--- src/rtl/multicycle_control_unit.sv ---
// multicycle_control_unit
//   Multi-cycle control sequencer for the 8-bit CPU. Each instruction steps
//   through FETCH -> DECODE -> EXEC (-> MEM) and the datapath controls are
//   driven only in the cycle where they take effect.
//
// Parameters
//   OPC_W   opcode width (>=4); any set bit above bit 3 marks an illegal opcode
//   ALUOP_W ALUOP width (>=3); upper bits driven 0
//   CNT_W   retired-instruction counter width (used with CU_PERF_CNT_EN)
//
// Optional feature macro: CU_PERF_CNT_EN adds the instret counter/port.
//
// Ports
//   clk, rst            clock, synchronous active-high reset
//   opCode, instr_valid fetched opcode / valid; fetch_req requests a fetch
//   zero_flag           ALU zero flag, used only in EXEC
//   mem_req, mem_ready  data memory handshake
//   resume, halted      leave HALT / in HALT
//   PC_Enable .. ALUOP  datapath enables, mux selects, ALU operation
//   instret             retired-instruction count (macro only)
module multicycle_control_unit #(
  parameter int unsigned OPC_W   = 4,
  parameter int unsigned ALUOP_W = 3,
  parameter int unsigned CNT_W   = 16
) (
  input  logic               clk,
  input  logic               rst,
  input  logic [OPC_W-1:0]   opCode,
  input  logic               instr_valid,
  output logic               fetch_req,
  input  logic               zero_flag,
  output logic               mem_req,
  input  logic               mem_ready,
  input  logic               resume,
  output logic               halted,
  output logic               PC_Enable,
  output logic               RA_Enable,
  output logic               Reg_const4,
  output logic               RegWrite_Enable,
  output logic               Reg_Imm,
  output logic               MemWrite_Enable,
  output logic [1:0]         PC_RA_ALU_REG,
  output logic [1:0]         Alu_Move_Mem,
  output logic [1:0]         Reg_4_PC,
  output logic [ALUOP_W-1:0] ALUOP
`ifdef CU_PERF_CNT_EN
  ,
  output logic [CNT_W-1:0]   instret
`endif
);

  // Elaboration-time parameter sanity check
  if (OPC_W < 4 || ALUOP_W < 3 || CNT_W < 1) begin : g_bad_param
    $error("multicycle_control_unit: illegal parameter value");
  end

  typedef enum logic [2:0] {
    S_FETCH,
    S_DECODE,
    S_EXEC,
    S_MEM,
    S_HALT
  } state_t;

  state_t           r_state;
  state_t           w_next_state;
  logic [OPC_W-1:0] r_opcode;
  logic [OPC_W-1:0] w_opc_upper;
  logic [3:0]       w_op_lo;
  logic             w_illegal;
  logic             w_is_read;

  // Opcode split: low nibble selects the instruction, any upper bit makes it illegal
  assign w_op_lo     = r_opcode[3:0];
  assign w_opc_upper = r_opcode >> 4;
  assign w_illegal   = |w_opc_upper;
  assign w_is_read   = (w_op_lo == 4'h3);

  // State and latched opcode
  always_ff @(posedge clk) begin
    if (rst) begin
      r_state  <= S_FETCH;
      r_opcode <= '0;
    end else begin
      r_state <= w_next_state;
      if (r_state == S_FETCH && instr_valid) begin
        r_opcode <= opCode;
      end
    end
  end

  // Next state and per-cycle control outputs
  always_comb begin
    w_next_state    = r_state;
    fetch_req       = 1'b0;
    mem_req         = 1'b0;
    halted          = 1'b0;
    PC_Enable       = 1'b0;
    RA_Enable       = 1'b0;
    Reg_const4      = 1'b0;
    RegWrite_Enable = 1'b0;
    Reg_Imm         = 1'b0;
    MemWrite_Enable = 1'b0;
    PC_RA_ALU_REG   = 2'b00;
    Alu_Move_Mem    = 2'b00;
    Reg_4_PC        = 2'b00;
    ALUOP           = '0;

    case (r_state)
      S_FETCH: begin
        fetch_req = 1'b1;
        if (instr_valid) begin
          w_next_state = S_DECODE;
        end
      end

      S_DECODE: begin
        w_next_state = S_EXEC;
      end

      S_EXEC: begin
        w_next_state = S_FETCH;
        if (w_illegal) begin
          PC_Enable = 1'b1;
        end else begin
          case (w_op_lo)
            4'h0: w_next_state = S_HALT;
            4'h1: begin
              PC_Enable       = 1'b1;
              Reg_const4      = 1'b1;
              RegWrite_Enable = 1'b1;
              Reg_Imm         = 1'b1;
              Reg_4_PC        = 2'b01;
              ALUOP           = ALUOP_W'(3'b010);
            end
            4'h2: begin
              PC_Enable       = 1'b1;
              Reg_const4      = 1'b1;
              RegWrite_Enable = 1'b1;
              Reg_Imm         = 1'b1;
              ALUOP           = ALUOP_W'(3'b101);
            end
            4'h3, 4'h4: w_next_state = S_MEM;
            4'h5: begin
              PC_Enable       = 1'b1;
              RegWrite_Enable = 1'b1;
              Alu_Move_Mem    = 2'b01;
            end
            4'h6, 4'h7, 4'h8, 4'h9, 4'hA: begin
              PC_Enable       = 1'b1;
              RegWrite_Enable = 1'b1;
              case (w_op_lo)
                4'h6:    ALUOP = ALUOP_W'(3'b001);
                4'h7:    ALUOP = ALUOP_W'(3'b011);
                4'h8:    ALUOP = ALUOP_W'(3'b100);
                4'h9:    ALUOP = ALUOP_W'(3'b101);
                default: ALUOP = ALUOP_W'(3'b110);
              endcase
            end
            4'hB: begin
              PC_Enable     = 1'b1;
              RA_Enable     = 1'b1;
              PC_RA_ALU_REG = 2'b11;
            end
            4'hC: begin
              PC_Enable = 1'b1;
              if (zero_flag) begin
                RA_Enable     = 1'b1;
                PC_RA_ALU_REG = 2'b11;
              end
            end
            4'hD: begin
              PC_Enable     = 1'b1;
              PC_RA_ALU_REG = 2'b01;
            end
            4'hE, 4'hF: begin
              PC_Enable     = 1'b1;
              Reg_Imm       = 1'b1;
              Reg_4_PC      = 2'b10;
              ALUOP         = ALUOP_W'(3'b001);
              // Conditional branch falls through to PC+4 when not zero
              PC_RA_ALU_REG = (w_op_lo == 4'hE || zero_flag) ? 2'b10 : 2'b00;
            end
            default: ;
          endcase
        end
      end

      S_MEM: begin
        mem_req = 1'b1;
        if (w_is_read) begin
          Alu_Move_Mem = 2'b10;
        end
        if (mem_ready) begin
          PC_Enable       = 1'b1;
          RegWrite_Enable = w_is_read;
          MemWrite_Enable = ~w_is_read;
          w_next_state    = S_FETCH;
        end
      end

      S_HALT: begin
        halted = 1'b1;
        if (resume) begin
          PC_Enable    = 1'b1;
          w_next_state = S_FETCH;
        end
      end

      default: w_next_state = S_FETCH;
    endcase

    // Reset wins over any completing transition: suppress all write pulses
    if (rst) begin
      PC_Enable       = 1'b0;
      RA_Enable       = 1'b0;
      RegWrite_Enable = 1'b0;
      MemWrite_Enable = 1'b0;
    end
  end

`ifdef CU_PERF_CNT_EN
  logic [CNT_W-1:0] r_instret;

  // Retired-instruction counter, one count per PC_Enable pulse, wraps
  always_ff @(posedge clk) begin
    if (rst) begin
      r_instret <= '0;
    end else if (PC_Enable) begin
      r_instret <= r_instret + CNT_W'(1);
    end
  end

  assign instret = r_instret;
`endif

endmodule

--- config.mk ---
export PLATFORM = sky130hd
export DESIGN_NAME = multicycle_control_unit
export DESIGN_NICKNAME = d
export VERILOG_FILES = /design/src/rtl/multicycle_control_unit.sv
export SDC_FILE = /design/constraint.sdc
export NUM_CORES = 1
export LEC_CHECK = 0
export CAP_MARGIN = 20
export CORE_MARGIN = 2
export CORE_UTILIZATION = 46
export DETAILED_ROUTE_END_ITERATION = 8
export PLACE_DENSITY = 0.88
export REMOVE_ABC_BUFFERS = 1
export SYNTH_ARGS = -nofsm -noshare
export SYNTH_HDL_FRONTEND = slang
export SYNTH_SLANG_ARGS = --single-unit
--- constraint.sdc ---
create_clock -name clk -period 2.64 [get_ports clk]
set_input_delay 0.528 -clock clk [delete_from_list [all_inputs] [get_ports clk]]
set_output_delay 0.528 -clock clk [all_outputs]
set_load 0.005 [all_outputs]
==> results.json, run 1 <==
{
  "status": "completed",
  "port_buffers": 27,
  "synth-edff-count": 0,
  "multi_input_area_um2": 529.3,
  "critPathKind": "primary input to output port",
  "syn_area_per_cell_um2": 7.235,
  "grt_first_pass_wirelength_um": 3229,
  "start_kind": "primary input",
  "synth_largest_area_cell": "dfxtp_1",
  "antenna_found_initial": 0,
  "ys_seq_area_share_pct": 19.18,
  "grt_max_degree": 17,
  "drt.antenna.violating_nets": 0,
  "wirelength_um": 1899,
  "rsz0062_at_grt": "no",
  "clock_latency_ns": 0.25,
  "drc_errors": 0,
  "max_slew_margin_pct": 73.18,
  "setup_tns_ns": 0,
  "place_area_um2": 1010,
  "final.fill_count": 131,
  "fp.dieW_um": 43.86,
  "cp_common_cell": "clkdlybuf4s50_1",
  "rows": 14,
  "stdcell_count": 145,
  "grt_usage_pct": 21.43,
  "coreArea_um2": 1489,
  "layout-drive-gt1-share_pct": 12.40,
  "finClkSkew_ns": 0.003310,
  "dp_hpwl_um": 1514,
  "path_clk_slew_ns": 0.05,
  "initial_core_util_pct": 49.08,
  "grt_pass1_vias": 786,
  "antennaDiodeCount": 0,
  "syn-instance-count": 101,
  "synth.distinct_cells": 39,
  "critical-path-max-stage-delay_ns": 0.53,
  "p_per_area_nw_per_um2": 343.3,
  "post_cts_buffers": 0,
  "worstMarginPinSlew_ns": 0.4006,
  "finalCritPeriodShare_pct": 94.84,
  "nets": 140,
  "regArea_um2": 143.9,
  "required_ns": 2.11,
  "ys_ff_latch": 7,
  "cp_data_arrival_time_ns": 1.98,
  "hold_path.class": "flip-flop to flip-flop",
  "syn_to_final_growth_pct": 43.32,
  "setup_viol": 0,
  "dp.cells": 141,
  "slowest_stage": "clkdlybuf4s50_1",
  "drv_cap": 0,
  "clk_path_buf_depth": 2,
  "cts_root_buf": "clkbuf_4",
  "p_leak_nw": 0.3862,
  "pin_count": 28,
  "synthFlopType": "dfxtp_1",
  "h-tree-depth": 1,
  "period_needed_ns": 2.504,
  "stdcell_area_um2": 1047,
  "drv_slew": 0,
  "gp_congestion": 0.8512,
  "cts_made_buffers": 3,
  "irDropWorstVdd_mv": 0.3741,
  "vias": 856,
  "die_area_um2": 1923,
  "path_cells": "clkdlybuf4s50_1 > and4b_1 > nor3b_1 > clkdlybuf4s50_1",
  "synth_warnings": 0,
  "fmax_mhz": 399.4,
  "crit_fanout": 3,
  "dieHeight_um": 43.86,
  "grt_overflow_total": 0,
  "first_pass_iters": 4,
  "wl_per_cell_um": 13.10,
  "avgViaCountPerCell": 5.903,
  "end_kind": "output port",
  "dr.first_iter.drc_count": 11,
  "cts_tree": "done",
  "final_hold_viol_count": 0,
  "clock_sinks": 7,
  "synth_top_cell_area_share_pct": 19.18,
  "ys_top_cells_by_area": "dfxtp_1 (19%), nor2_1 (5.7%), a21oi_1 (5.5%)",
  "syn_area_um2": 730.7,
  "synth-async-reset-ratio_pct": 0,
  "total_power_mw": 0.3595
}
[Yosys cell counts (2+ instances only)]
cell,n
a31oi_1,3
inv_1,5
a211oi_1,3
nand2b_1,2
nor3b_2,2
a21oi_1,8
nor3b_1,2
o22ai_1,2
o21ai_0,3
nand2_1,8
a21o_1,2
or3_1,4
dfxtp_1,7
nor2_1,11
nor3_1,4
buf_2,3
nor2b_1,4
buf_4,2
nand3_1,2
nand3b_1,2
mux2i_1,4
[power breakdown]
part	leakage [nW]	switching, mW	internal [mW]
combinational	0.313	0.0588	0.0655
clock	0.0150	0.0376	0.0575
sequential	0.0586	0.0246	0.116
total	0.386	0.121	0.239
[layer usage]
layer / up-vias / part of all wire (%) / track usage (%)
met5: - / 0 / 0
met4: 0 / 0 / 9.091
met3: 0 / 4.2 / 2.500
met2: 24 / 51 / 37.06
met1: 407 / 44 / 26.52
li1: 425 / - / -
[path summary, 6_finish.rpt]
kind / start / end / slack (ns) / cells after the start
setup / recovery: mem_ready / MemWrite_Enable / 0.14 / 4
hold / removal: r_opcode[3] / r_opcode[3] / 0.63 / 2
setup reg to reg: r_state[2] / r_opcode[3] / 1.30 / 4
hold reg to reg: r_opcode[3] / r_opcode[3] / 0.63 / 2
[worst max-delay path, delay by kind of cell]
| kind | cells | cell delay (ns) |
|---|---|---|
| simple gates | 2 | 0.41 |
| buf+inv | 2 | 1.03 |
[timing repair]
item	in CTS	in global routing
resized for setup	1	5
setup endpoints to repair	1	3
hold buffers	0	0
pin swaps	0	0
[layout by cell type (no fill, tap or decap), types with 3 or more instances in the layout]
cell type / instances
clkdlybuf4s50_1: 25
nand2_1: 8
dfxtp_1: 4
nor3_1: 4
nor2_1: 11
o21ai_0: 3
a21oi_1: 8
or3_1: 4
nor2b_1: 4
a211oi_1: 3
a31oi_1: 3
buf_4: 5
mux2i_1: 4
clkbuf_4: 3
inv_1: 5
dfxtp_2: 3
[metrics by stage]
| step | utilization, % | hold slack (ns) | setup slack (ns) |
|---|---|---|---|
| after floorplan | - | 0.6004 | 0.8874 |
| after global placement | 67.82 | 0.6719 | 0.07379 |
| after detailed placement | 67.82 | 0.6997 | 0.001852 |
| after CTS | 69.50 | 0.7086 | 0.01142 |
| after global routing | 70.34 | 0.6859 | 0.01240 |
| final | 70.34 | 0.6251 | 0.1362 |
[kinds of logic (layout without fill, tap and decap cells)]
kind of cell    Yosys count  in the layout  share of synthesized area [%]
simple gates             51             51                          43.32
compound gates           25             25                          21.58
buf+inv                  13             41                          9.245
flops                     7              7                          19.18
mux                       4              4                          5.480
xor+xnor                  1              1                          1.199
[sequential cells by signal, indices dropped and copies added (netlist names)]
register  flops
r_state       3
r_opcode      4
[final cells by class]
cell class | instances | area share [%]
well taps | 16 | 1.912
repair buffers | 32 | 29.51
flip-flops and latches | 7 | 13.74
inverters | 5 | 1.792
multi-input cells | 81 | 50.54
clock buffers | 4 | 2.509
(Power assumes the default switching activity.)
==> run 2, diff against run 1 <==
--- a/config.mk
+++ b/config.mk
@@ -6,11 +6,14 @@
 export NUM_CORES = 1
 export LEC_CHECK = 0
 export CAP_MARGIN = 20
+export CORE_ASPECT_RATIO = 0.7
 export CORE_MARGIN = 2
-export CORE_UTILIZATION = 46
+export CORE_UTILIZATION = 39
+export CTS_CLUSTER_SIZE = 12
 export DETAILED_ROUTE_END_ITERATION = 8
-export PLACE_DENSITY = 0.88
+export PLACE_DENSITY = 0.8
 export REMOVE_ABC_BUFFERS = 1
+export SKIP_CTS_REPAIR_TIMING = 1
 export SYNTH_ARGS = -nofsm -noshare
 export SYNTH_HDL_FRONTEND = slang
 export SYNTH_SLANG_ARGS = --single-unit
==> constraint.sdc (replaced) <==
create_clock -name clk -period 2.2 [get_ports clk]
set_input_delay 0.44 -clock clk [delete_from_list [all_inputs] [get_ports clk]]
set_output_delay 0.44 -clock clk [all_outputs]
set_load 0.005 [all_outputs]
==> results.json, run 2 (synthesis gave the netlist of run 1 again) <==
{
  "period_needed_ns": 2.209,
  "irDropWorstVdd_mv": 0.4349,
  "vias": 911,
  "worstMarginPinSlew_ns": 0.4144,
  "clock_sinks": 7,
  "die_area_um2": 2241,
  "final_common_cell": "buf_4",
  "grt_pass1_vias": 677,
  "setup_tns_ns": -0.009333,
  "most-common-layout-cells": "buf_4 (17), clkdlybuf4s50_1 (15), dlymetal6s2s_1 (12)",
  "finalCritPeriodShare_pct": 100.4,
  "pin_count": 28,
  "layout-drive-gt1-share_pct": 27.27,
  "antenna_found_initial": 0,
  "fmax_mhz": 452.6,
  "cts_made_buffers": 3,
  "nets": 154,
  "drv_slew": 0,
  "drt.antenna.violating_nets": 0,
  "finClkSkew_ns": 0.005147,
  "dieHeight_um": 40.22,
  "reg2reg_to": "r_opcode[2]",
  "hold_path_end": "r_opcode[1]",
  "final_hold_viol_count": 0,
  "port_buffers": 27,
  "top_regs": "r_opcode: 4 flops, r_state: 3 flops",
  "hold_path_startpoint": "r_opcode[1]",
  "p_per_area_nw_per_um2": 387.5,
  "grt_max_degree": 12,
  "hold_path.class": "flip-flop to flip-flop",
  "dp.cells": 158,
  "wl_per_cell_um": 13.62,
  "place_area_um2": 1100,
  "violations": "negative setup slack",
  "hold_slack_ns": 0.5659,
  "total_power_mw": 0.4854,
  "clk_path_buf_depth": 2,
  "dr.first_iter.drc_count": 26,
  "avgViaCountPerCell": 5.521,
  "gp_congestion": 0.8112,
  "status": "finished, violations left",
  "wirelength_um": 2247,
  "finalWorstSetupSlack_ns": -0.009333,
  "top_register": "r_opcode",
  "syn_to_final_growth_pct": 71.40,
  "drv_cap": 0,
  "end_kind": "output port",
  "start_kind": "flip-flop",
  "setup_viol": 1,
  "critPathKind": "flip-flop to output port",
  "cp_data_arrival_time_ns": 1.77,
  "first_pass_iters": 4,
  "cts_root_buf": "clkbuf_4",
  "fp.dieW_um": 55.74,
  "antennaDiodeCount": 0,
  "max_slew_margin_pct": 72.26,
  "stdcell_count": 165,
  "drc_errors": 0,
  "cts_tree": "done",
  "p_leak_nw": 0.6684,
  "path_clk_slew_ns": 0.05,
  "holdPathStages": 2,
  "grt_overflow_total": 0,
  "grt_usage_pct": 17.39,
  "crit_fanout": 10,
  "coreArea_um2": 1805,
  "r2r_slack_ns": 0.69,
  "stdcell_area_um2": 1252,
  "h-tree-depth": 1,
  "post-route-util_pct": 69.37,
  "rr_worst_depth": 5,
  "largest_reg_flops": 4,
  "clock_latency_ns": 0.25,
  "rows": 13,
  "pre_cts_slack_ns": -0.2023,
  "dp_hpwl_um": 1608,
  "grt_first_pass_wirelength_um": 2939,
  "required_ns": 1.76,
  "worstReg2RegStart": "r_state[2]",
  "initial_core_util_pct": 40.47
}
## run 2: worst max-delay path by stage
stage,from,slack [ns],cells past startpoint,endpoint
3_5_place_dp,mem_ready,-0.20,5,RegWrite_Enable
6_report,r_opcode[2],-0.009,5,ALUOP[0]
2_1_floorplan,r_state[1],0.54,3,RA_Enable
4_1_cts,mem_ready,-0.20,5,RegWrite_Enable
5_1_grt,r_opcode[2],-0.05,5,ALUOP[0]
3_3_place_gp,mem_ready,-0.20,5,RegWrite_Enable
## run 2: power by group
group / total, mW / internal [mW] / leakage, nW / switching [mW]
combinational: 0.210 / 0.113 / 0.594 / 0.0968
sequential: 0.158 / 0.139 / 0.0593 / 0.0195
clock: 0.117 / 0.0692 / 0.0150 / 0.0482
## run 2: final cells by class
type / count / area (um^2)
clock buffer: 4 / 26.28
inverter: 5 / 22.52
multi-input combinational: 81 / 578.1
fill: 152 / 553.0
sequential: 7 / 147.6
timing repair buffer: 46 / 450.4
tap: 22 / 27.53
## run 2: critical path: stages (launching register included)
cell and delay (ns):
dfxtp_2 0.37, buf_6 0.16, nor2b_2 0.17, nand3_1 0.09, a21oi_1 0.18, clkdlybuf4s50_1 0.55
## run 2: metal layers
metal	up-vias	track usage (%)	share of wire (%)
met1	435	22.28	48
met4	0	1.829	0
met2	17	29.76	48
li1	459	-	-
met3	0	6.129	3.9
met5	-	0	0
==> run 3, diff against run 2 <==
--- a/config.mk
+++ b/config.mk
@@ -6,12 +6,12 @@
 export NUM_CORES = 1
 export LEC_CHECK = 0
 export CAP_MARGIN = 20
-export CORE_ASPECT_RATIO = 0.7
 export CORE_MARGIN = 2
-export CORE_UTILIZATION = 39
+export CORE_UTILIZATION = 40
+export CTS_BUF_LIST = sky130_fd_sc_hd__clkbuf_4
 export CTS_CLUSTER_SIZE = 12
 export DETAILED_ROUTE_END_ITERATION = 8
-export PLACE_DENSITY = 0.8
+export PLACE_DENSITY = 0.82
 export REMOVE_ABC_BUFFERS = 1
 export SKIP_CTS_REPAIR_TIMING = 1
 export SYNTH_ARGS = -nofsm -noshare
==> results.json, run 3 (synthesis gave the netlist of run 1 again) <==
{
  "cts_tree": "done",
  "clk_path_buf_depth": 2,
  "clock_latency_ns": 0.26,
  "gp_congestion": 0.8882,
  "drv_slew": 0,
  "cts_made_buffers": 3,
  "drv_cap": 0,
  "wirelength_um": 2275,
  "start_kind": "flip-flop",
  "grt_pass1_vias": 837,
  "hold_path.class": "flip-flop to flip-flop",
  "coreArea_um2": 1727,
  "finClkSkew_ns": 0.003882,
  "hold_path_startpoint": "r_opcode[3]",
  "path_clk_slew_ns": 0.06,
  "holdPathStages": 2,
  "use_met1_pct": 26.17,
  "grt_usage_pct": 21.45,
  "worstReg2RegStart": "r_state[0]",
  "end_kind": "output port",
  "status": "completed",
  "avgViaCountPerCell": 5.554,
  "grt_first_pass_wirelength_um": 3353,
  "crit_fanout": 10,
  "port_buffers": 27,
  "required_ns": 1.76,
  "setup_viol": 0,
  "irDropWorstVdd_mv": 0.3450,
  "dr.first_iter.drc_count": 30,
  "top_register": "r_opcode",
  "drc_errors": 0,
  "grt_max_degree": 11,
  "rows": 15,
  "dieHeight_um": 46.74,
  "antennaDiodeCount": 0,
  "cts_root_buf": "clkbuf_4",
  "initial_core_util_pct": 42.32,
  "worstMarginPinSlew_ns": 0.3903,
  "nets": 152,
  "clock_sinks": 7,
  "dp_hpwl_um": 1667,
  "layout-drive-gt1-share_pct": 29.79,
  "met2_usage_pct": 37.22,
  "p_leak_nw": 0.6331,
  "final_common_cell": "buf_4",
  "period_needed_ns": 2.154,
  "crit_start": "r_opcode[1]",
  "max_slew_margin_pct": 73.87,
  "gr-max-usage-layer": "met2",
  "first_pass_iters": 4,
  "finalCritPeriodShare_pct": 97.89,
  "final_hold_viol_count": 0,
  "fp.dieW_um": 46.74,
  "top_regs": "r_opcode: 4 flops, r_state: 3 flops",
  "largest_reg_flops": 4,
  "p_per_area_nw_per_um2": 404.4,
  "syn_to_final_growth_pct": 69.69,
  "rr_worst_depth": 4,
  "vias": 922,
  "die_area_um2": 2185,
  "fmax_mhz": 464.4,
  "antenna_found_initial": 0,
  "hold_slack_ns": 0.5635,
  "cp_data_arrival_time_ns": 1.71,
  "total_power_mw": 0.5015,
  "final.fill_count": 141,
  "h-tree-depth": 1,
  "most-common-layout-cells": "buf_4 (17), clkdlybuf4s50_1 (16), dlymetal6s2s_1 (11)",
  "post-route-util_pct": 71.81,
  "critPathKind": "flip-flop to output port",
  "pin_count": 28,
  "grt_overflow_total": 0,
  "wl_per_cell_um": 13.70,
  "use_met3_pct": 3.077,
  "drt.antenna.violating_nets": 0
}
==> run 3: cell count changes in the layout (fill, tap and decap cells not counted), sizes merged <==
cell and delta:
inv +1, buf -2, clkdlybuf4s50 +1, dlymetal6s2s -1, clkinvlp -1
==> run 3: cell type report <==
| type | count | area, um^2 | area share, % |
|---|---|---|---|
| repair buffers | 44 | 425.4 | 34.31 |
| well taps | 25 | 31.28 | 2.523 |
| inverters | 5 | 18.77 | 1.514 |
| multi-input cells | 81 | 586.8 | 47.33 |
| flip-flops and latches | 7 | 147.6 | 11.91 |
| clock buffers | 4 | 30.03 | 2.422 |
==> run 3: worst max-delay path, stage by stage, from the launching register on <==
cell and delay, ns:
dfxtp_2 0.46, and4bb_2 0.32, and3_1 0.17, clkdlybuf4s50_1 0.50
==> run 3: path summary, 6_finish.rpt <==
| path | end | slack, ns |
|---|---|---|
| worst max-delay path | Alu_Move_Mem[1] | 0.05 |
| worst min-delay path | r_opcode[3] | 0.56 |
| worst min register to register | r_opcode[3] | 0.56 |
| worst max register to register | r_opcode[2] | 0.84 |
==> run 3: power by group <==
group	total [mW]	internal, mW	switching (mW)
logic	0.202	0.107	0.0948
registers	0.160	0.139	0.0207
clock network	0.139	0.0822	0.0572
total	0.501	0.329	0.173
==> run 3: stage by stage <==
| stage | setup TNS [ns] | worst slack [ns] | instance area [um^2] | cells |
|---|---|---|---|---|
| global placement | -0.5541 | -0.1814 | 1104 | 161 |
| floorplan | 0 | 0.5354 | 681.9 | 93 |
| global route | -0.02564 | -0.01692 | 1240 | 166 |
| detailed placement | -0.7192 | -0.2084 | 1104 | 161 |
| CTS | -1.277 | -0.2152 | 1134 | 165 |
| finish | 0 | 0.04648 | 1240 | 166 |
==> run 3: metal layers <==
layer  share of wire, %  vias to the layer above  wire (um)
met5                  0                        -          0
met2                 50                       32       1130
met3                4.1                        7         93
met4                2.9                        0         66
li1                   -                      450          -
met1                 43                      433        984
